<file path="src/rtl/wb_intercon_reg.sv">
// Registered single-master Wishbone interconnect: decodes one master onto NS slaves,
// forwards the bus through registers, and reports unmapped/timeout errors.
module wb_intercon_reg #(
    parameter int               DW        = 32,
    parameter int               AW        = 32,
    parameter int               NS        = 6,
    parameter logic [NS*AW-1:0] ADR_MASK  = {NS{32'hFF00_0000}},
    parameter logic [NS*AW-1:0] SLAVE_ADR = {32'h2800_0000, 32'h2200_0000, 32'h2100_0000,
                                             32'h2000_0000, 32'h1000_0000, 32'h0000_0000},
    parameter int               TIMEOUT   = 255,
    parameter int               TW        = 8
) (
    input  logic               wb_clk_i,
    input  logic               wb_rst_i,
    input  logic               wbm_cyc_i,
    input  logic               wbm_stb_i,
    input  logic               wbm_we_i,
    input  logic [DW/8-1:0]    wbm_sel_i,
    input  logic [AW-1:0]      wbm_adr_i,
    input  logic [DW-1:0]      wbm_dat_i,
    output logic [DW-1:0]      wbm_dat_o,
    output logic               wbm_ack_o,
    output logic               wbm_err_o,
    output logic               wbs_cyc_o,
    output logic [NS-1:0]      wbs_stb_o,
    output logic               wbs_we_o,
    output logic [DW/8-1:0]    wbs_sel_o,
    output logic [AW-1:0]      wbs_adr_o,
    output logic [DW-1:0]      wbs_dat_o,
    input  logic [NS*DW-1:0]   wbs_dat_i,
    input  logic [NS-1:0]      wbs_ack_i,
    output logic               timeout_o,
    output logic [AW-1:0]      err_adr_o
);

    typedef enum logic [1:0] {IDLE, ACCESS, RESP} state_t;

    state_t            state_q, state_d;
    logic [NS-1:0]     stb_q, stb_d;
    logic              cyc_q, cyc_d;
    logic              we_q, we_d;
    logic [DW/8-1:0]   bsel_q, bsel_d;
    logic [AW-1:0]     adr_q, adr_d;
    logic [DW-1:0]     wdat_q, wdat_d;
    logic [DW-1:0]     rdat_q, rdat_d;
    logic              ack_q, ack_d;
    logic              err_q, err_d;
    logic              to_q, to_d;
    logic [AW-1:0]     err_adr_q, err_adr_d;
    logic [TW-1:0]     cnt_q, cnt_d;
    logic              resp_ack_q, resp_ack_d;
    logic              resp_err_q, resp_err_d;
    logic              resp_to_q, resp_to_d;

    logic [NS-1:0]     hit;
    logic [NS-1:0]     onehot;
    logic              sel_ack;
    logic [DW-1:0]     sel_dat;
    logic              expire;

    genvar gi;
    generate
        for (gi = 0; gi < NS; gi++) begin : g_dec
            assign hit[gi] = ((wbm_adr_i & ADR_MASK[gi*AW +: AW]) == SLAVE_ADR[gi*AW +: AW]);
        end
    endgenerate

    // Scan from the top down so the lowest matching index ends up selected.
    always_comb begin
        onehot = '0;
        for (int i = NS - 1; i >= 0; i--) begin
            if (hit[i]) begin
                onehot    = '0;
                onehot[i] = 1'b1;
            end
        end
    end

    // stb_q is one-hot during ACCESS, so masking with it honours only the selected slave.
    always_comb begin
        sel_dat = '0;
        for (int i = 0; i < NS; i++) begin
            if (stb_q[i]) begin
                sel_dat = sel_dat | wbs_dat_i[i*DW +: DW];
            end
        end
    end

    assign sel_ack = |(wbs_ack_i & stb_q);
    assign expire  = (TIMEOUT != 0) && (cnt_q == TW'(TIMEOUT - 1));

    always_comb begin
        state_d    = state_q;
        stb_d      = stb_q;
        cyc_d      = cyc_q;
        we_d       = we_q;
        bsel_d     = bsel_q;
        adr_d      = adr_q;
        wdat_d     = wdat_q;
        rdat_d     = rdat_q;
        ack_d      = 1'b0;
        err_d      = 1'b0;
        to_d       = 1'b0;
        err_adr_d  = err_adr_q;
        cnt_d      = cnt_q;
        resp_ack_d = resp_ack_q;
        resp_err_d = resp_err_q;
        resp_to_d  = resp_to_q;

        case (state_q)
            IDLE: begin
                cnt_d = '0;
                if (wbm_cyc_i && wbm_stb_i) begin
                    adr_d  = wbm_adr_i;
                    we_d   = wbm_we_i;
                    bsel_d = wbm_sel_i;
                    wdat_d = wbm_dat_i;
                    if (|hit) begin
                        stb_d   = onehot;
                        cyc_d   = 1'b1;
                        state_d = ACCESS;
                    end else begin
                        err_adr_d  = wbm_adr_i;
                        resp_ack_d = 1'b0;
                        resp_err_d = 1'b1;
                        resp_to_d  = 1'b0;
                        state_d    = RESP;
                    end
                end
            end

            ACCESS: begin
                if (!wbm_cyc_i) begin
                    stb_d   = '0;
                    cyc_d   = 1'b0;
                    cnt_d   = '0;
                    state_d = IDLE;
                end else if (sel_ack) begin
                    rdat_d     = sel_dat;
                    resp_ack_d = 1'b1;
                    resp_err_d = 1'b0;
                    resp_to_d  = 1'b0;
                    stb_d      = '0;
                    cyc_d      = 1'b0;
                    state_d    = RESP;
                end else if (expire) begin
                    err_adr_d  = adr_q;
                    resp_ack_d = 1'b0;
                    resp_err_d = 1'b1;
                    resp_to_d  = 1'b1;
                    stb_d      = '0;
                    cyc_d      = 1'b0;
                    state_d    = RESP;
                end else begin
                    cnt_d = (cnt_q == '1) ? cnt_q : cnt_q + 1'b1;
                end
            end

            RESP: begin
                ack_d   = resp_ack_q;
                err_d   = resp_err_q;
                to_d    = resp_to_q;
                stb_d   = '0;
                cyc_d   = 1'b0;
                cnt_d   = '0;
                state_d = IDLE;
            end

            default: begin
                stb_d   = '0;
                cyc_d   = 1'b0;
                state_d = IDLE;
            end
        endcase
    end

    always_ff @(posedge wb_clk_i or posedge wb_rst_i) begin
        if (wb_rst_i) begin
            state_q    <= IDLE;
            stb_q      <= '0;
            cyc_q      <= 1'b0;
            we_q       <= 1'b0;
            bsel_q     <= '0;
            adr_q      <= '0;
            wdat_q     <= '0;
            rdat_q     <= '0;
            ack_q      <= 1'b0;
            err_q      <= 1'b0;
            to_q       <= 1'b0;
            err_adr_q  <= '0;
            cnt_q      <= '0;
            resp_ack_q <= 1'b0;
            resp_err_q <= 1'b0;
            resp_to_q  <= 1'b0;
        end else begin
            state_q    <= state_d;
            stb_q      <= stb_d;
            cyc_q      <= cyc_d;
            we_q       <= we_d;
            bsel_q     <= bsel_d;
            adr_q      <= adr_d;
            wdat_q     <= wdat_d;
            rdat_q     <= rdat_d;
            ack_q      <= ack_d;
            err_q      <= err_d;
            to_q       <= to_d;
            err_adr_q  <= err_adr_d;
            cnt_q      <= cnt_d;
            resp_ack_q <= resp_ack_d;
            resp_err_q <= resp_err_d;
            resp_to_q  <= resp_to_d;
        end
    end

    assign wbm_dat_o = rdat_q;
    assign wbm_ack_o = ack_q;
    assign wbm_err_o = err_q;
    assign wbs_cyc_o = cyc_q;
    assign wbs_stb_o = stb_q;
    assign wbs_we_o  = we_q;
    assign wbs_sel_o = bsel_q;
    assign wbs_adr_o = adr_q;
    assign wbs_dat_o = wdat_q;
    assign timeout_o = to_q;
    assign err_adr_o = err_adr_q;

endmodule

</file>
<file path="config.mk">
export PLATFORM = sky130hd
export DESIGN_NAME = wb_intercon_reg
export DESIGN_NICKNAME = d
export VERILOG_FILES = /design/src/rtl/wb_intercon_reg.sv
export SDC_FILE = /design/constraint.sdc
export NUM_CORES = 1
export LEC_CHECK = 0
export ABC_AREA = 1
export BUFFER_PORTS_ARGS = -buffer_cell sky130_fd_sc_hd__buf_2
export CAP_MARGIN = 10
export CORE_AREA = 2 2 162 164
export CTS_BUF_LIST = sky130_fd_sc_hd__clkbuf_4
export DETAILED_ROUTE_END_ITERATION = 8
export DIE_AREA = 0 0 164 166
export GPL_TIMING_DRIVEN = 0
export PLACE_DENSITY = 0.63
export SYNTH_ARGS = -nofsm -noshare
export SYNTH_HDL_FRONTEND = slang
export SYNTH_SLANG_ARGS = --single-unit
</file>
<file path="constraint.sdc">
create_clock -name wb_clk_i -period 8.3 [get_ports wb_clk_i]
set_input_delay 0.83 -clock wb_clk_i [delete_from_list [all_inputs] [get_ports wb_clk_i]]
set_output_delay 0.83 -clock wb_clk_i [all_outputs]
set_load 0.01 [all_outputs]
</file>
==> Word level (Yosys, flattened, before mapping) <==
Cells that the tools add are included.
{ "totals": {"latchBits": 0, "word_cells": 114, "romBits": 0, "memories": 0, "in_bits": 271, "ff_bits": 156, "out_inout_bits": 143, "ramBits": 0} }
{ "op_classes": {"n_bitwise": 6, "multipliers": 0, "n_eq_ne": 20, "magnitude_cmp": 0, "reduce_logical": 15, "n_div": 0, "n_shift": 0, "n_mux": 56, "n_addsub": 1} }
{ "ops": {"columns": ["op", "count"], "rows": [
  ["2-to-1 mux 32 bit", 11],
  ["bitwise OR 32 bit", 5],
  ["2-to-1 mux 6 bit", 11],
  ["case mux 32 bit (2 select lines)", 1],
  ["equality test 8 x 6 -> 1 bit (second input constant)", 4],
  ["zero test 32 bit", 1],
  ["2-to-1 mux 8 bit", 4],
  ["2-to-1 mux 1 bit", 17],
  ["equality test 8 bit (second input constant)", 2],
  ["case mux 8 bit (2 select lines)", 1],
  ["!= test 2 bit (second input constant)", 6],
  ["!= test 3 bit (second input constant)", 4],
  ["case mux 6 bit (2 select lines)", 1],
  ["OR reduction 6 bit", 2],
  ["2-to-1 mux 2 bit", 5],
  ["adder 8 x 1 -> 8 bit (second input constant)", 1],
  ["equality test 8 x 5 -> 1 bit (second input constant)", 1],
  ["case mux 1 bit (2 select lines)", 4],
  ["bitwise AND 6 bit", 1],
  ["AND reduction 3 bit", 2],
  ["AND reduction 6 bit", 1],
  ["AND reduction 5 bit", 1],
  ["!= test 4 bit (second input constant)", 1],
  ["case mux 2 bit (2 select lines)", 1],
  ["8 further kinds", 10]
]} }

==> Depth between registers and ports, before layout <==
{ "depth": {"word_depth": 11, "mapped_depth": 12, "depth_no_buf": 11} }

==> Worst setup path after synthesis <==
No wires, ideal clock.
{ "synth_timing": {"path_type": "in2reg", "from": "in wbm_cyc_i", "to": "reg err_adr_q[10], in the netlist err_adr_o[10]", "stages": 9, "setup_ns": 0.117, "t_arrival_ns": 1.804, "required_time_ns": 8.183, "path_slack_ns": 6.379, "n_path_buf": 2, "path_cell_list": "buf_4 nand2_1 a21oi_1 nand2_2 nor2_8 nand2_4 buf_6 nand2_1 nand2_1"} }
{ "synth_between": {"elab_chain_len": 3, "word_cells_on_any_way": 4, "cone_classes": "eq/ne (2); reduce/logical (2)"} }
{ "synth_rtl": {"columns": ["element", "line_no", "rtl"], "rows": [
  ["start: declaration", "15", "input logic wbm_cyc_i,"],
  ["logical AND 1 bit", "113", "if (wbm_cyc_i && wbm_stb_i) begin"],
  ["!= test 2 bit (no line)", null, null],
  ["AND reduction 6 bit (no line) *", null, null],
  ["end signal: assignment", "207", "err_adr_q <= err_adr_d;"],
  ["end: declaration", "49", "logic [AW-1:0] err_adr_q, err_adr_d;"]
]} }
Mark *: on every way between the ends. The rest lies on a longest branch, timed or not.
A chain may end at the register's enable or synchronous reset.

==> Worst setup path after layout <==
{ "layout_timing": {"from": "reg err_adr_q[10], in the netlist err_adr_o[10]", "to": "out err_adr_o[10]"} }
{ "layout_lines": {"columns": ["element", "line_no", "rtl"], "rows": [
  ["end: declaration", "33", "output logic [AW-1:0] err_adr_o"]
]} }
No word-level cell between the ends.

==> flow_summary_export.csv <==
group,metric,value,unit
floorplan,core_area,25600,µm²
placement,routabilityCongestion,0.934,
clock_network,cts_setup_buffers,0,
floorplan,std_cell_rows,59,
clock_network,htree_levels,4,
synth,ys_seq_area_frac,0.488,
drt,wl_per_cell,16.7,µm
clock_network,cts-root-buf,"clkbuf_4",
timing,skew,0.0390,ns
setup_path,arrival,1.16,ns
cells_and_area,fin_area,10800,µm²
clock_network,cts.sinks,156,
timing,post-route-period-util,0.240,
setup_path,crit_fanout,2,
synth,synthAdderAreaFrac,0.00313,
clock_network,cts_buffers,17,
clock_network,cts-resized-gates,0,
drt,postRouteAntennaNets,0,
drt,viasPerCell,4.67,
power,power_density,163,nW/µm²
synth,synth_simple_gate_area_share,0.314,
synth,synth_mux_area_frac,0.0520,
cells_and_area,area_growth,35.2,%
grt,grt_pass1_wl,45.2,mm
synth,ys_warn_count,0,
floorplan,die_height,166,µm
placement,portBuffers,412,
floorplan,fp.dieW,164,µm
setup_path,cp.required,7.47,ns
placement,dp_cells,1784,
cells_and_area,multi_input_comb_area,3550,µm²
timing,report.final.slew_viol_count,0,
setup_path,worstPathCellList,"buf_2",
timing,slew_headroom,0.439,
synth,syn-cell-area,8010,µm²
power,peakVddDrop,0.0000992,V
synth,synth_area_per_cell,7.73,µm²
flow_run,cap_violations,0,
grt,grt_remaining_overflow,0,
grt,grt_max_degree,105,
timing,max_freq,502,MHz
synth,synth_seq_cells,156,
drt,drt_first_pass_iters,5,
timing,setup_viol,0,
timing,rsz0062_at_grt,"false",
drt,wirelength,30.5,mm
cells_and_area,seqCellArea,3900,µm²
grt,antenna_found_initial,8,
synth,synth_compound_area_frac,0.0742,
clock_network,clock_latency,0.58,ns
synth,synth_cells,1036,
placement,dp_slack,5.98,ns
timing,tightest_slew,0.841,ns
grt,gr-usage-all-layers,0.218,
setup_path,cpPeakStageDelay,0.43,ns
setup_path,critPathSlowestCell,"dfrtp_1",
clock_network,cts_hold_buf,0,
setup_path,startpoint_type,"flop",
cells_and_area,num-nets-final,1741,
setup_path,end_kind,"output pin",
cells_and_area,fin_cells,1823,
drt,drt_iter0_markers,518,
synth,synth_cell_types,28,
timing,holdWs,0.223,ns
synth,syn-num-nets,1309,
setup_path,path_buf_inv,1,
floorplan,ioPinCount,414,
placement,dp_hpwl,23.9,mm
timing,post-route-min-period,1.99,ns
grt,grt_pass1_vias,8113,
setup_path,cpLargestDelayFamily,"flip-flops",
timing,layout_setup_ws,6.31,ns
cells_and_area,drive_gt1_frac,0.351,
floorplan,die-area,27200,µm²
cells_and_area,fill_cells,2724,
timing,hold_violations,0,
clock_network,cts_tree,"built",
drt,drc,0,
hold_path,min_path_type,"in2async",
synth,synth_top_family_by_area,"simple AND/OR/NAND/NOR gates",
power,p_leak,5.99,nW
status,status,"complete, no violations",
clock_network,clk_pin_slew,0.17,ns
clock_network,cts_max_path_buffers,2,
timing,tns,0,ns
drt,vias,8520,
setup_path,path_class,"reg2out",
floorplan,initial_core_util,0.313,
synth,synth_xor_area_frac,0,
placement,placed_area,10500,µm²
[cell families after synthesis]
group | after synthesis
AO/OA/AOI/OAI | 109
adder cells (fa/ha/maj) | 2
buffers and inverters | 121
flip-flops | 156
multiplexers | 37
AND/OR/NAND/NOR | 611
[synthesized netlist by cell type]
master,count,share of area
nand3_1,59,0.037
inv_2,3,0.0014
nand2_1,432,0.20
buf_1,2,0.00094
buf_4,6,0.0056
nand2_2,7,0.0055
nand4_1,23,0.018
nand3_4,1,0.0022
nor2_4,1,0.0014
nor2_1,73,0.034
nor2_2,3,0.0023
inv_1,59,0.028
o21ai_0,69,0.043
mux2_1,10,0.014
nand2_4,1,0.0014
buf_2,15,0.0094
clkbuf_1,28,0.013
nor3_1,6,0.0038
dfrtp_1,156,0.49
a221oi_1,13,0.014
a21oi_1,26,0.016
nor2_8,1,0.0025
nor4_1,3,0.0023
o21ai_1,1,0.00062
ha_1,2,0.0031
or2_2,1,0.00078
buf_6,8,0.011
mux2_2,27,0.038
[path summary, 6_finish.rpt]
kind	start	to	slack, ns	depth (start not counted)
worst min-delay path	wb_rst_i	wbs_dat_o[15]$_DFFE_PP0P_	0.22	2
min in group wb_clk_i	wbm_dat_i[29]	wbs_dat_o[29]$_DFFE_PP0P_	0.44	2
worst min register to register	err_adr_o[28]$_DFFE_PP0P_	err_adr_o[28]$_DFFE_PP0P_	0.48	2
worst max register to register	wbs_stb_o[5]$_DFFE_PP0P_	wbm_dat_o[11]$_DFFE_PP0P_	6.38	6
worst max-delay path	err_adr_o[10]$_DFFE_PP0P_	err_adr_o[10]	6.31	1
max in group asynchronous	wb_rst_i	wbs_adr_o[28]$_DFFE_PP0P_	7.18	3
[sequential cells by signal, indices dropped and copies added (netlist names)]
register and cells:
cnt_q 8, err_adr_o 32, resp_ack_q 1, resp_err_q 1
resp_to_q 1, state_q 2, timeout_o 1, wbm_ack_o 1
wbm_dat_o 32, wbm_err_o 1, wbs_adr_o 32, wbs_cyc_o 1
wbs_dat_o 32, wbs_sel_o 4, wbs_stb_o 6, wbs_we_o 1
[layer usage]
metal  track usage  share of wire  vias up
li1              -              -     4187
met1         0.258           0.40     3939
met2         0.376           0.49      339
met3        0.0562          0.067       53
met4        0.0881          0.038        2
met5             0        0.00036        -
[placed cells by master, fill, tap and decap left out]
cell        instances
nand2_4             1
mux2_1             10
mux2_2             27
nor2_1             73
nand3_1            59
nor2_4              1
diode_2             7
inv_2               3
nand3_4             1
clkinv_4            2
inv_6               3
nand2_1           432
clkbuf_4           18
nor4_1              3
buf_6               8
or2_2               1
buf_2             427
buf_4               6
a221oi_1           13
clkinvlp_4          2
nand4_1            23
o21ai_0            69
clkinv_8            2
o21ai_1             1
a21oi_1            26
nor2_2              3
clkbuf_1           28
inv_8               6
nor3_1              6
nor2_8              1
buf_16              1
buf_1               2
ha_1                2
dfrtp_1           156
nand2_2             7
inv_1              58
[area by class of cell]
cell class | instances | share of cell area
diodes | 7 | 0.00162
plain buffers | 59 | 0.0298
clock buffers | 18 | 0.0125
clock inverters | 14 | 0.0136
inverters | 62 | 0.0222
multi-input cells | 759 | 0.328
flip-flops and latches | 156 | 0.361
well taps | 335 | 0.0387
repair buffers | 413 | 0.193
[through the flow]
stage               total power [mW]   util
global route                    1.87  0.423
finish                          1.77  0.423
detailed placement              1.32  0.411
CTS                             1.80  0.422
global placement                1.31  0.409
floorplan                       1.10      -
[where the power goes]
part           internal [mW]  switching, mW  total, mW
clock network          0.140          0.331      0.472
registers              0.854         0.0486      0.902
logic                  0.177          0.217      0.395
No activity file was read; power rests on OpenSTA's default activity.
